--- src/rtl/sprite_layer_mapper.sv ---
// Two-stage pixel compositor: one animated, flippable sprite over a stretched background.
// Drives external synchronous sprite/background ROM addresses and muxes their palette colours.
module sprite_layer_mapper #(
    parameter int SPR_W        = 30,
    parameter int SPR_H        = 64,
    parameter int NUM_FRAMES   = 4,
    parameter int FRAME_HOLD   = 6,
    parameter int IDX_W        = 3,
    parameter int TRANSP_INDEX = 0,
    parameter int BG_W         = 320,
    parameter int BG_SHIFT     = 1,
    parameter int SPR_AW       = 13,
    parameter int BG_AW        = 17,
    localparam int FW          = (NUM_FRAMES > 1) ? $clog2(NUM_FRAMES) : 1,
    localparam int HW          = (FRAME_HOLD > 1) ? $clog2(FRAME_HOLD) : 1
) (
    input  logic              vga_clk,
    input  logic              Reset,
    input  logic [9:0]        DrawX,
    input  logic [9:0]        DrawY,
    input  logic              blank,
    input  logic              frame_tick,
    input  logic [9:0]        SprX,
    input  logic [9:0]        SprY,
    input  logic              flip,
    input  logic              anim_en,
    input  logic              anim_restart,
    output logic [SPR_AW-1:0] spr_rom_addr,
    input  logic [IDX_W-1:0]  spr_rom_q,
    input  logic [3:0]        spr_red,
    input  logic [3:0]        spr_green,
    input  logic [3:0]        spr_blue,
    output logic [BG_AW-1:0]  bg_rom_addr,
    input  logic [3:0]        bg_red,
    input  logic [3:0]        bg_green,
    input  logic [3:0]        bg_blue,
    output logic [7:0]        Red,
    output logic [7:0]        Green,
    output logic [7:0]        Blue,
    output logic [FW-1:0]     frame_idx
);

    logic [9:0]    spr_x_l, spr_y_l;
    logic          flip_l;
    logic [HW-1:0] hold_cnt;

    // Geometry in 11-bit two's complement; bit 10 set means "left of / above the sprite".
    logic [10:0]       x0, y0, lx, ly, sx;
    logic              hit;
    logic [31:0]       frame_base, spr_addr_full, bg_addr_full;

    logic hit_a, blank_a, hit_b, blank_b;

    // NOTE: every always_comb output gets a default first so no path can infer a latch.
    always_comb begin
        x0            = {1'b0, spr_x_l} - 11'(SPR_W / 2);
        y0            = {1'b0, spr_y_l} - 11'(SPR_H / 2);
        lx            = {1'b0, DrawX} - x0;
        ly            = {1'b0, DrawY} - y0;
        hit           = !lx[10] && (lx < 11'(SPR_W)) && !ly[10] && (ly < 11'(SPR_H));
        sx            = flip_l ? (11'(SPR_W - 1) - lx) : lx;
        frame_base    = 32'(frame_idx) * 32'(SPR_W * SPR_H);
        spr_addr_full = frame_base;
        if (hit)
            spr_addr_full = frame_base + 32'(ly) * 32'(SPR_W) + 32'(sx);
        bg_addr_full  = 32'(DrawX >> BG_SHIFT) + 32'(DrawY >> BG_SHIFT) * 32'(BG_W);
    end

    // Position and flip only change at the start of vblank, so a frame never tears.
    // NOTE: state registers use non-blocking assignments so every flop samples pre-edge values.
    always_ff @(posedge vga_clk or posedge Reset) begin
        if (Reset) begin
            spr_x_l <= '0;
            spr_y_l <= '0;
            flip_l  <= 1'b0;
        end else if (frame_tick) begin
            spr_x_l <= SprX;
            spr_y_l <= SprY;
            flip_l  <= flip;
        end
    end

    always_ff @(posedge vga_clk or posedge Reset) begin
        if (Reset) begin
            frame_idx <= '0;
            hold_cnt  <= '0;
        end else if (anim_restart) begin
            frame_idx <= '0;
            hold_cnt  <= '0;
        end else if (frame_tick && anim_en) begin
            if (hold_cnt == HW'(FRAME_HOLD - 1)) begin
                hold_cnt  <= '0;
                frame_idx <= (frame_idx == FW'(NUM_FRAMES - 1)) ? '0 : frame_idx + 1'b1;
            end else begin
                hold_cnt <= hold_cnt + 1'b1;
            end
        end
    end

    // Stage A: addresses out to the ROMs; stage B: wait for ROM data; then register colour.
    always_ff @(posedge vga_clk or posedge Reset) begin
        if (Reset) begin
            spr_rom_addr <= '0;
            bg_rom_addr  <= '0;
            hit_a        <= 1'b0;
            blank_a      <= 1'b0;
            hit_b        <= 1'b0;
            blank_b      <= 1'b0;
            Red          <= '0;
            Green        <= '0;
            Blue         <= '0;
        end else begin
            spr_rom_addr <= SPR_AW'(spr_addr_full);
            bg_rom_addr  <= BG_AW'(bg_addr_full);
            hit_a        <= hit;
            blank_a      <= blank;
            hit_b        <= hit_a;
            blank_b      <= blank_a;
            if (!blank_b) begin
                Red   <= '0;
                Green <= '0;
                Blue  <= '0;
            end else if (hit_b && (spr_rom_q != IDX_W'(TRANSP_INDEX))) begin
                Red   <= {spr_red, 4'h0};
                Green <= {spr_green, 4'h0};
                Blue  <= {spr_blue, 4'h0};
            end else begin
                Red   <= {bg_red, 4'h0};
                Green <= {bg_green, 4'h0};
                Blue  <= {bg_blue, 4'h0};
            end
        end
    end

endmodule

--- config.mk ---
export PLATFORM = sky130hd
export DESIGN_NAME = sprite_layer_mapper
export DESIGN_NICKNAME = d
export VERILOG_FILES = /design/src/rtl/sprite_layer_mapper.sv
export SDC_FILE = /design/constraint.sdc
export NUM_CORES = 1
export LEC_CHECK = 0
export CAP_MARGIN = 10
export CORE_MARGIN = 5
export CORE_UTILIZATION = 55
export DETAILED_ROUTE_END_ITERATION = 6
export MAX_ROUTING_LAYER = met4
export PLACE_DENSITY = 0.86
export SLEW_MARGIN = 20
export SYNTH_ARGS = -nofsm -noshare
export SYNTH_HDL_FRONTEND = slang
export SYNTH_SLANG_ARGS = --single-unit
--- constraint.sdc ---
create_clock -name vga_clk -period 9.7 [get_ports vga_clk]
set_input_delay 1.455 -clock vga_clk [delete_from_list [all_inputs] [get_ports vga_clk]]
set_output_delay 1.455 -clock vga_clk [all_outputs]
set_load 0.1 [all_outputs]
# Word level (Yosys, flattened, before mapping)
# Cells that the tools add are included.
# word_totals
register_bits	84
wordCells	57
# op_classes
order_cmp	2
add_sub_neg	10
eq_ne	2
muxes	15
mul	3
reduce_logical	11
# op_table
op	n
8-bit two-way mux	6
10-bit by 11-bit subtractor with 11-bit output	2
9-bit by 17-bit adder with 17-bit output	1
13-bit by 11-bit adder with 13-bit output	1
13-bit adder	1
13-bit two-way mux	1
11-bit by 4-bit multiplier with 12-bit output (second input constant)	1
11-bit by 5-bit less-than comparator with 1-bit output (second input constant)	1
11-bit by 7-bit less-than comparator with 1-bit output (second input constant)	1
9-bit by 3-bit multiplier with 11-bit output (second input constant)	1
11-bit two-way mux	1
10-bit by 4-bit subtractor with 11-bit output (second input constant)	1
10-bit by 6-bit subtractor with 11-bit output (second input constant)	1
5-bit by 11-bit subtractor with 11-bit output (first input constant)	1
3-bit two-way mux	3
2-bit two-way mux	4
2-bit by 4-bit multiplier with 6-bit output (second input constant)	1
1-bit logical AND	5
2-bit nonzero test	2
3-bit by 1-bit adder with 3-bit output (second input constant)	1
3-bit equality test (second input constant)	1
3-bit nonzero test	1
2-bit by 1-bit adder with 2-bit output (second input constant)	1
2-bit equality test (second input constant)	1
other kinds (2)	3

# Logic depth before layout (Yosys ltp)
# Gate-level depths: netlist of the first run.
# logic_depth
word_depth	7
depth_mapped	26

# Least setup slack after synthesis of the first run
# OpenSTA, ideal clock, no wires.
# synth_path
path_type	input -> register
from	input DrawY[2]
to	register spr_rom_addr[11]
stages	23
required_time_ns	9.575
setup_ns	0.125
path_buffers	0
setup_slack_ns	2.933
t_arrival_ns	6.642
cell_sequence	ha_1 -> ha_1 -> xnor2_1 -> inv_1 -> ha_1 -> xnor2_1 -> fa_1 -> inv_1 -> ha_1 -> nor2b_1 -> o21ai_0 -> a21boi_0 -> o21ai_0 -> nand2b_1 -> a21o_1 -> a21oi_1 -> xnor2_1 -> ha_1 -> ha_1 -> nor3b_1 -> a311o_1 -> a311o_1 -> mux2_2
# synth_between
elab_chain_len	5
# synth_lines
element	line	rtl
start, declared	20	input logic [9:0] DrawY,
10-bit by 11-bit subtractor with 11-bit output *	59	ly = {1'b0, DrawY} - y0;
11-bit by 4-bit multiplier with 12-bit output / 1-bit logical NOT (equally long branches)	65, 60	
13-bit adder / 1-bit logical AND (equally long branches)	65, 60	
13-bit by 11-bit adder with 13-bit output / 1-bit logical AND (equally long branches)	65, 60	
13-bit two-way mux *	64	if (hit)
net spr_addr_full[11]	50	logic [31:0] frame_base, spr_addr_full, bg_addr_full;
end signal, assigned	113	spr_rom_addr <= SPR_AW'(spr_addr_full);
end, declared	28	output logic [SPR_AW-1:0] spr_rom_addr,
# The timed path passes the listed nets; every way through them passes the cells marked *.
# A chain may end at the register's enable or synchronous reset.

# Final worst setup path of the first run
# layout_path
from	input DrawY[2]
to	register spr_rom_addr[12]
# Same word-level chain as after synthesis.

==> run_results.csv, run 1 <==
group,metric,value,unit
die,coreArea,10700,sq um
logic_synthesis,ys.flop_type,"dfrtp_1",
die,pin_count,130,
clocking,hold_buffers,0,
worst_setup_path,critPathLaunchType,"input pin",
routing,ant_nets,0,
clocking,clk_latency,0.36,ns
worst_setup_path,critPathKind,"in2reg",
timing,relSlewSlack,33.9,%
cells_and_area,final_layout_size_suffix_gt1_share,5.10,%
grt,grt_start_max_net_pins,73,
timing,rsz0062_at_grt,"false",
routing,first_pass_iters,4,
timing,setup_ws,2.24,ns
worst_setup_path,r2r_slack,3.46,ns
cells_and_area,area_growth,25.1,%
logic_synthesis,synthCells,601,
logic_synthesis,synth_cell_type_count,54,
routing,drtIter0Drc,166,
worst_setup_path,critical_path.endpoint,"spr_rom_addr[12]",
timing,tns,0,ns
grt,grt_util_all_layers,21.0,%
worst_setup_path,path_cells,"clkdlybuf4s50_1 -> ha_1 -> ha_1 -> xnor2_1 -> inv_1 -> ha_1 -> xnor2_1 -> fa_1 -> inv_1 -> ha_1 -> nor2b_1 -> o21ai_0 -> a21boi_0 -> o21ai_0 -> nand2b_1 -> xnor2_1 -> fa_1 -> inv_1 -> ha_1 -> o41ai_1 -> o21ai_0 -> xnor3_1 -> mux2_2",
grt,grt_pass1_vias,4772,
place,place_congestion,0.922,
die,start_util,55.5,%
clocking,htree_levels,3,
worst_setup_path,slowest_delay,0.53,ns
logic_synthesis,synth_area,5940,sq um
worst_setup_path,worst-path-stages,23,
die,die_x,114,um
die,die_area,13000,sq um
timing,fin_skew,0.0172,ns
die,rows,38,
clocking,cts.sinks,72,
place,hpwlAfterDp,9880,um
worst_setup_path,worstSetupEndpointType,"register",
place,place_ws,1.96,ns
logic_synthesis,ys_seq_area_share,30.4,%
worst_setup_path,slowest_stage,"o41ai_1",
worst_setup_path,critPathMaxFanout,5,
clocking,ctsResizeCount,0,
grt,grt_pass1_wl,21600,um
clocking,cts_tree,"built",
status,status,"completed",
worst_setup_path,cp.required,9.95,ns
worst_setup_path,cp.arrival,7.72,ns
logic_synthesis,ys_seq_elements,72,
worst_setup_path,crit_top_cell,"ha_1",
worst_setup_path,path_delay_family,"adder cells",
clocking,root_buffer,"clkbuf_8",
clocking,cts_setup_buffers,0,
logic_synthesis,yosys_warnings,0,
routing,routedWlPerCell,14.0,um
die,chipHeight,114,um
timing,period_minus_slack,7.46,ns
timing,setup_viol,0,
routing,drc,0,
worst_setup_path,r2r-end,"spr_rom_addr[12]",
timing,tightest_slew,0.988,ns
timing,fmax,134,MHz
grt,antenna_found_initial,0,
logic_synthesis,synth-edff-count,0,
timing,final.period_utilization,76.9,%
cells_and_area,num-nets-final,906,
routing,vias,4433,
routing,wirelength,12100,um
logic_synthesis,syn_avg_cell_area,9.88,sq um
worst_setup_path,reg2regPathDepth,23,
clocking,numCtsBuffers,9,
routing,via_per_inst,5.12,
clocking,clkTransAtPathRegs,0.09,ns
cells_and_area,n_antenna_cell,0,
worst_setup_path,cp.buffers_inverters,4,
worst_setup_path,critPathLaunch,"DrawY[2]",
hold_path,hold_path.class,"reg2reg",
clocking,cts_buffer_depth,2,
flow_run,drv_cap,0,
timing,hold_viol_final,0,
timing,drv_slew,0,
worst_setup_path,r2r-start,"spr_y_l[2]",
grt,grt-ovfl-total,0,
logic_synthesis,synth_async_sr_flop_share,100,%
place,io_buffer_count,117,
hold_path,hold_depth,0,
timing,whs,0.360,ns
==> cells in the final DEF, fill, tap and decap left out, types with 3 or more instances in the layout <==
cell type | netlist | final
nor2_1 | 27 | 27
dfrtp_1 | 72 | 72
o21ai_0 | 38 | 38
nand2b_1 | 6 | 6
xor2_1 | 19 | 19
nor2b_1 | 18 | 18
conb_1 | 1 | 12
clkbuf_8 | 0 | 9
nand2_1 | 32 | 32
clkdlybuf4s50_1 | 0 | 117
o41ai_1 | 3 | 3
maj3_1 | 3 | 3
a21o_1 | 9 | 9
mux2i_1 | 19 | 19
ha_1 | 93 | 93
a21oi_1 | 23 | 23
inv_6 | 0 | 3
fa_1 | 18 | 18
xnor2_1 | 43 | 43
nand3_1 | 8 | 8
a211oi_1 | 3 | 3
o21bai_1 | 5 | 5
nor3b_1 | 4 | 4
inv_1 | 82 | 81
buf_4 | 12 | 3
nor4_1 | 4 | 4
mux2_2 | 7 | 7
and3_1 | 3 | 3
nor3_1 | 6 | 6
==> metal layers <==
layer,wire length [um],GRT usage (%)
met5,0,-
met4,185,6.25
met3,519,3.18
met2,6190,36.9
met1,5240,25.0
==> Yosys cell counts (2+ instances only) <==
cell type | n | share of area (%)
o31ai_1 | 3 | 0.38
xnor3_1 | 2 | 0.76
o21bai_1 | 5 | 0.63
nor3b_1 | 4 | 0.51
nor3_1 | 6 | 0.51
nor2_1 | 27 | 1.7
xnor2_1 | 43 | 6.3
buf_1 | 2 | 0.13
mux2_2 | 7 | 1.3
nand3b_1 | 2 | 0.25
a211oi_1 | 3 | 0.38
o211ai_1 | 2 | 0.25
a21o_1 | 9 | 1.1
xor2_1 | 19 | 2.8
maj3_1 | 3 | 0.51
fa_1 | 18 | 6.1
nand2b_1 | 6 | 0.63
and3_1 | 3 | 0.32
clkbuf_1 | 7 | 0.44
o21ai_0 | 38 | 3.2
ha_1 | 93 | 20
mux2i_1 | 19 | 3.2
buf_4 | 12 | 1.5
nor2b_1 | 18 | 1.9
nor4_1 | 4 | 0.42
nand2_1 | 32 | 2.0
nand3_1 | 8 | 0.67
or3_1 | 2 | 0.21
a31oi_1 | 2 | 0.21
a21oi_1 | 23 | 1.9
a311o_1 | 2 | 0.34
o41ai_1 | 3 | 0.44
dfrtp_1 | 72 | 30
inv_1 | 82 | 5.2
==> state kept, by name, summed over array words and instances (netlist names), 2 cells and up <==
name and flops:
bg_rom_addr 17, spr_rom_addr 13, spr_x_l 10, spr_y_l 10
Blue 4, Green 4, Red 4, hold_cnt 3
frame_idx 2
==> stage by stage <==
step	std cells	utilization [%]	cell area [sq um]
finish	866	69.4	7420
global route	866	69.4	7420
CTS	866	69.4	7420
detailed placement	850	67.5	7220
global placement	850	67.5	7220
floorplan	612	-	5980
==> area by class of cell <==
type | instances | area (sq um)
clock buffers | 9 | 124
clock inverters | 7 | 83.8
fillers | 799 | 3270
inverters | 82 | 308
multi-input cells | 436 | 3740
flip-flops and latches | 72 | 1800
well taps | 140 | 175
repair buffers | 120 | 1190
==> logic make-up (layout without fill, tap and decap cells) <==
| family | Yosys count | after routing | share of synthesized area, % |
|---|---|---|---|
| XOR/XNOR | 64 | 64 | 9.91 |
| AO/OA/AOI/OAI | 100 | 100 | 10.8 |
| flip-flops | 72 | 72 | 30.4 |
| multiplexers | 26 | 26 | 4.53 |
| other | 1 | 12 | 0.0632 |
| adder cells (fa/ha/maj) | 114 | 114 | 26.2 |
| buffers and inverters | 104 | 218 | 7.46 |
| AND/OR/NAND/NOR | 120 | 120 | 10.7 |
==> worst reg2reg max path: cells and delay by family, from the launching register on <==
family                   cells  cell delay (ns)
XOR/XNOR                     4             1.11
AND/OR/NAND/NOR              2             0.26
adder cells (fa/ha/maj)      7             2.55
multiplexers                 1             0.26
AO/OA/AOI/OAI                5             1.26
flip-flops                   1             0.38
buffers and inverters        4             0.31
==> worst min-delay path by stage <==
stage | slack, ns | to | start
final | 0.36 | blank_b | blank_a
after global routing | 0.36 | blank_b | blank_a
after detailed placement | 0.34 | blank_b | blank_a
after CTS | 0.36 | blank_b | blank_a
after floorplan | 0.33 | blank_b | blank_a
after global placement | 0.33 | hit_b | hit_a
Power of run 1 is not shown: default switching activity piles up to over one toggle a cycle in this logic, so the estimate is an artifact.
==> inputs of run 2 (changes only) <==
Settings changed: CORE_UTILIZATION 55 to 52, PLACE_DENSITY 0.86 to 0.82.
Clock period 9.7 ns to 7.8 ns, I/O delays scaled along.
==> run 2 against run 1 <==
  * Worst setup slack lost 1.6 ns
  * Sequential share of layout area down 0.28 points
  * Global-route usage fell by 0.91 points
  * First-iteration DRC count grew 8.4%
  * Routed wire length rose by 3.3%
  * Non-clock buffer count up 2
  * Worst hold slack got worse by 0.013 ns
  * Clock skew down 0.0058 ns
==> run_results.csv, run 2 (synthesis gave the netlist of run 1 again) <==
group,metric,value,unit
die,chipHeight,117,um
routing,via_per_inst,5.16,
routing,ant_nets,0,
routing,wirelength,12500,um
cells_and_area,n_antenna_cell,0,
routing,vias,4494,
routing,drtIter0Drc,180,
cells_and_area,final_cell_mix,"clkdlybuf4s50_1 (117), ha_1 (93), inv_1 (81)",
die,coreArea,11300,sq um
die,rows,39,
status,status,"completed",
timing,tns,0,ns
routing,routedWlPerCell,14.4,um
cells_and_area,final_layout_size_suffix_gt1_share,5.22,%
timing,period_minus_slack,7.14,ns
grt,grt_pass1_wl,21400,um
clocking,cts_buffer_depth,2,
timing,setup_viol,0,
cells_and_area,num-nets-final,908,
clocking,cts_tree,"built",
grt,grt-ovfl-total,0,
cells_and_area,area_growth,26.5,%
clocking,htree_levels,3,
timing,fin_skew,0.0115,ns
flow_run,drv_cap,0,
cells_and_area,largestRegisters,"bg_rom_addr x17, spr_rom_addr x13",
place,hpwlAfterDp,10100,um
grt,antenna_found_initial,0,
grt,grt_pass1_vias,4782,
clocking,cts.sinks,72,
timing,hold_viol_final,0,
clocking,clkTransAtPathRegs,0.06,ns
clocking,cts_setup_buffers,0,
die,start_util,52.4,%
hold_path,hold_path.class,"reg2reg",
clocking,hold_buffers,0,
die,die_x,117,um
clocking,ctsResizeCount,0,
clocking,clk_latency,0.34,ns
cells_and_area,top_register,"bg_rom_addr",
routing,drc,0,
place,io_buffer_count,117,
timing,rsz0062_at_grt,"false",
cells_and_area,final_common_cell,"clkdlybuf4s50_1",
worst_setup_path,worstSetupEndpointType,"register",
worst_setup_path,critPathMaxFanout,6,
clocking,root_buffer,"clkbuf_16",
place,place_congestion,0.856,
timing,final.period_utilization,91.5,%
timing,tightest_slew,0.986,ns
worst_setup_path,cp.required,8.01,ns
timing,drv_slew,0,
grt,grt_start_max_net_pins,73,
cells_and_area,largest_reg_flops,17,
worst_setup_path,critPathKind,"in2reg",
worst_setup_path,critPathLaunchType,"input pin",
clocking,numCtsBuffers,9,
timing,relSlewSlack,34.0,%
die,pin_count,130,
timing,fmax,140,MHz
worst_setup_path,cp.arrival,7.35,ns
routing,first_pass_iters,6,
die,die_area,13700,sq um
grt,grt_util_all_layers,20.1,%
[run 2: cell count changes in the layout (fill, tap and decap cells not counted), sizes merged]
cell,previous run,this run
buf,3,5
bufinv,1,0
clkbuf,9,10
clkinv,1,2
clkinvlp,1,3
inv,86,83
[run 2: worst paths after layout]
| path | to | from | slack [ns] | cells past startpoint |
|---|---|---|---|---|
| max in group asynchronous | spr_x_l[6] | Reset | 5.77 | 3 |
| hold reg to reg | hit_b | hit_a | 0.35 | 0 |
| setup reg to reg | spr_rom_addr[12] | spr_y_l[2] | 1.67 | 23 |
| min in group asynchronous | Red[5] | Reset | 1.45 | 3 |
| hold / removal | hit_b | hit_a | 0.35 | 0 |
| setup / recovery | spr_rom_addr[12] | DrawY[2] | 0.66 | 23 |
[run 2: routing by layer]
metal	share of wire, %	track usage [%]	up-vias
met5	0	-	-
met4	1.5	5.35	0
met3	4.7	3.80	17
met2	50	34.7	111
met1	44	24.1	2123
li1	-	-	2243
[run 2: worst max-delay path, stage by stage]
cell and delay [ns]:
clkdlybuf4s50_1 0.49, ha_1 0.34, ha_1 0.37, a21o_1 0.18
a21oi_1 0.16, xor2_1 0.51, xnor2_1 0.23, xnor2_1 0.19
fa_1 0.53, inv_1 0.05, ha_1 0.33, o21ai_0 0.11
a21boi_0 0.14, o21ai_0 0.17, nand2b_1 0.10, xnor2_1 0.15
fa_1 0.48, inv_1 0.04, ha_1 0.24, o41ai_1 0.51
o21ai_0 0.20, xnor3_1 0.39, mux2_2 0.27
[run 2: final cells by class]
class | count | area [sq um]
Tap cell | 143 | 179
Timing Repair Buffer | 122 | 1210
Inverter | 82 | 308
Clock buffer | 10 | 229
Multi-Input combinational cell | 436 | 3740
Clock inverter | 6 | 45.0
Sequential cell | 72 | 1800
Fill cell | 914 | 3810
[run 2: through the flow]
step,worst slack [ns],hold WS [ns],util (%),instance area (sq um),std cells
finish,0.660,0.346,66.3,7510,871
global route,0.228,0.370,66.3,7510,871
CTS,0.663,0.350,66.3,7510,871
global placement,0.498,0.334,63.9,7230,855
floorplan,1.32,0.331,-,5980,612
detailed placement,0.327,0.336,63.9,7230,855
Power of run 2 is left out for the same reason.
==> inputs of run 3 (changes only) <==
Settings changed: GPL_ROUTABILITY_DRIVEN from default to 0, SETUP_SLACK_MARGIN from default to 0.05.
==> run 3 against run 2 <==
  * Fmax shrank 2.2%
  * Via count fell by 0.31%
  * Sequential cell count stayed put
  * Worst setup slack lost 0.16 ns
  * Count of clock-buffer cells in the layout is 2 higher
  * Cell count decreased by 0.23%
  * Routed wire length down 2.2%
  * Design area is 0.33% higher
  * Critical path depth is the same
  * Worst hold slack barely moved
  * Die area is the same
  * Critical path type unchanged
  * Highest routed layer unchanged
==> run_results.csv, run 3 (synthesis gave the netlist of run 1 again) <==
group,metric,value,unit
status,status,"completed",
hold_path,hold_end,"blank_b",
grt,grt_util_all_layers,20.1,%
routing,drc,0,
worst_setup_path,cp.required,8.02,ns
routing,routedWlPerCell,14.1,um
worst_setup_path,critPathLaunchType,"input pin",
timing,setup_viol,0,
cells_and_area,largestRegisters,"bg_rom_addr x17, spr_rom_addr x13",
grt,grt_pass1_vias,4789,
die,die_area,13700,sq um
clocking,cts_tree,"built",
routing,ant_nets,0,
die,die_x,117,um
grt,antenna_found_initial,0,
timing,hold_viol_final,0,
cells_and_area,final_cell_mix,"clkdlybuf4s50_1 (117), ha_1 (93), inv_1 (81)",
worst_setup_path,critPathKind,"in2reg",
clocking,clk_latency,0.34,ns
clocking,ctsResizeCount,0,
worst_setup_path,crit_top_cell,"ha_1",
routing,first_pass_iters,4,
place,io_buffer_count,117,
hold_path,hold_depth,0,
timing,tightest_slew,0.988,ns
timing,fin_skew,0.00707,ns
timing,relSlewSlack,33.9,%
cells_and_area,num-nets-final,907,
timing,drv_slew,0,
worst_setup_path,r2r-start,"spr_y_l[2]",
flow_run,drv_cap,0,
timing,rsz0062_at_grt,"false",
place,postPlaceCellArea,7230,sq um
worst_setup_path,cp.buffers_inverters,4,
cells_and_area,area_growth,26.9,%
routing,wirelength,12300,um
clocking,cts_setup_buffers,0,
routing,vias,4480,
worst_setup_path,r2r-end,"spr_rom_addr[12]",
place,hpwlAfterDp,10000,um
grt,grt_start_max_net_pins,73,
worst_setup_path,path_cells,"clkdlybuf4s50_1 -> ha_1 -> ha_1 -> xnor2_1 -> inv_1 -> ha_1 -> xnor2_1 -> fa_1 -> inv_1 -> ha_1 -> nor2b_1 -> o21ai_0 -> a21boi_0 -> o21ai_0 -> nand2b_1 -> xnor2_1 -> fa_1 -> inv_1 -> ha_1 -> o41ai_1 -> o21ai_0 -> xnor3_1 -> mux2_2",
clocking,cts_buffer_depth,2,
worst_setup_path,slowest_delay,0.59,ns
die,rows,39,
timing,fmax,137,MHz
cells_and_area,top_register,"bg_rom_addr",
cells_and_area,nFillCells,897,
clocking,root_buffer,"clkbuf_16",
clocking,numCtsBuffers,9,
hold_path,hold_path.class,"reg2reg",
worst_setup_path,slowest_stage,"o41ai_1",
worst_setup_path,path_delay_family,"adder cells",
cells_and_area,final_common_cell,"clkdlybuf4s50_1",
cells_and_area,utilization,66.5,%
timing,tns,0,ns
die,pin_count,130,
timing,final.period_utilization,93.6,%
grt,grt_pass1_wl,20900,um
routing,drtIter0Drc,174,
clocking,hold_buffers,0,
routing,via_per_inst,5.16,
die,chipHeight,117,um
worst_setup_path,reg2regPathDepth,23,
place,dp.cells,854,
clocking,htree_levels,3,
clocking,cts.sinks,72,
cells_and_area,final_cells,869,
worst_setup_path,critPathLaunch,"DrawY[2]",
timing,period_minus_slack,7.30,ns
worst_setup_path,cp.arrival,7.52,ns
cells_and_area,largest_reg_flops,17,
worst_setup_path,critPathMaxFanout,5,
cells_and_area,n_antenna_cell,0,
cells_and_area,final_area,7530,sq um
worst_setup_path,worstSetupEndpointType,"register",
grt,grt-ovfl-total,0,
die,start_util,52.4,%
clocking,clkTransAtPathRegs,0.05,ns
cells_and_area,final_layout_size_suffix_gt1_share,5.10,%
worst_setup_path,r2r_slack,1.52,ns
die,coreArea,11300,sq um
hold_path,hp-start,"blank_a",
run 3: changes by cell type in the layout (fill, tap and decap cells not counted):
cell,before,now
buf_4,5,4
bufinv_16,0,1
clkbuf_1,1,0
clkbuf_8,0,3
clkinv_2,1,2
clkinv_4,1,0
clkinvlp_4,3,0
inv_6,1,0
run 3: how the worst max path moves through the flow:
stage	end	slack (ns)	depth (start not counted)
final	spr_rom_addr[12]	0.50	23
after global routing	spr_rom_addr[12]	0.17	23
after CTS	spr_rom_addr[12]	0.56	23
after detailed placement	spr_rom_addr[12]	0.20	23
after global placement	spr_rom_addr[12]	0.54	23
after floorplan	spr_rom_addr[11]	1.32	23
run 3: metal layers:
| metal | vias to the layer above | share of wire [%] | GRT usage (%) |
|---|---|---|---|
| met1 | 2097 | 42 | 23.3 |
| met2 | 115 | 51 | 34.4 |
| met3 | 20 | 5.6 | 3.96 |
| met4 | 0 | 2.0 | 7.72 |
| met5 | - | 0 | - |
| li1 | 2248 | - | - |
run 3: final cells by class:
type	count	area, sq um	area share [%]
clock inverters	3	40.0	0.531
well taps	143	179	2.38
inverters	82	308	4.09
clock buffers	12	267	3.54
multi-input cells	436	3740	49.6
repair buffers	121	1200	15.9
flip-flops and latches	72	1800	23.9
run 3: through the flow:
step	setup WS [ns]	hold slack (ns)
after floorplan	1.32	0.331
after global placement	0.536	0.334
after detailed placement	0.203	0.337
after CTS	0.556	0.348
after global routing	0.171	0.353
final	0.500	0.346
Power of run 3 is left out for the same reason.
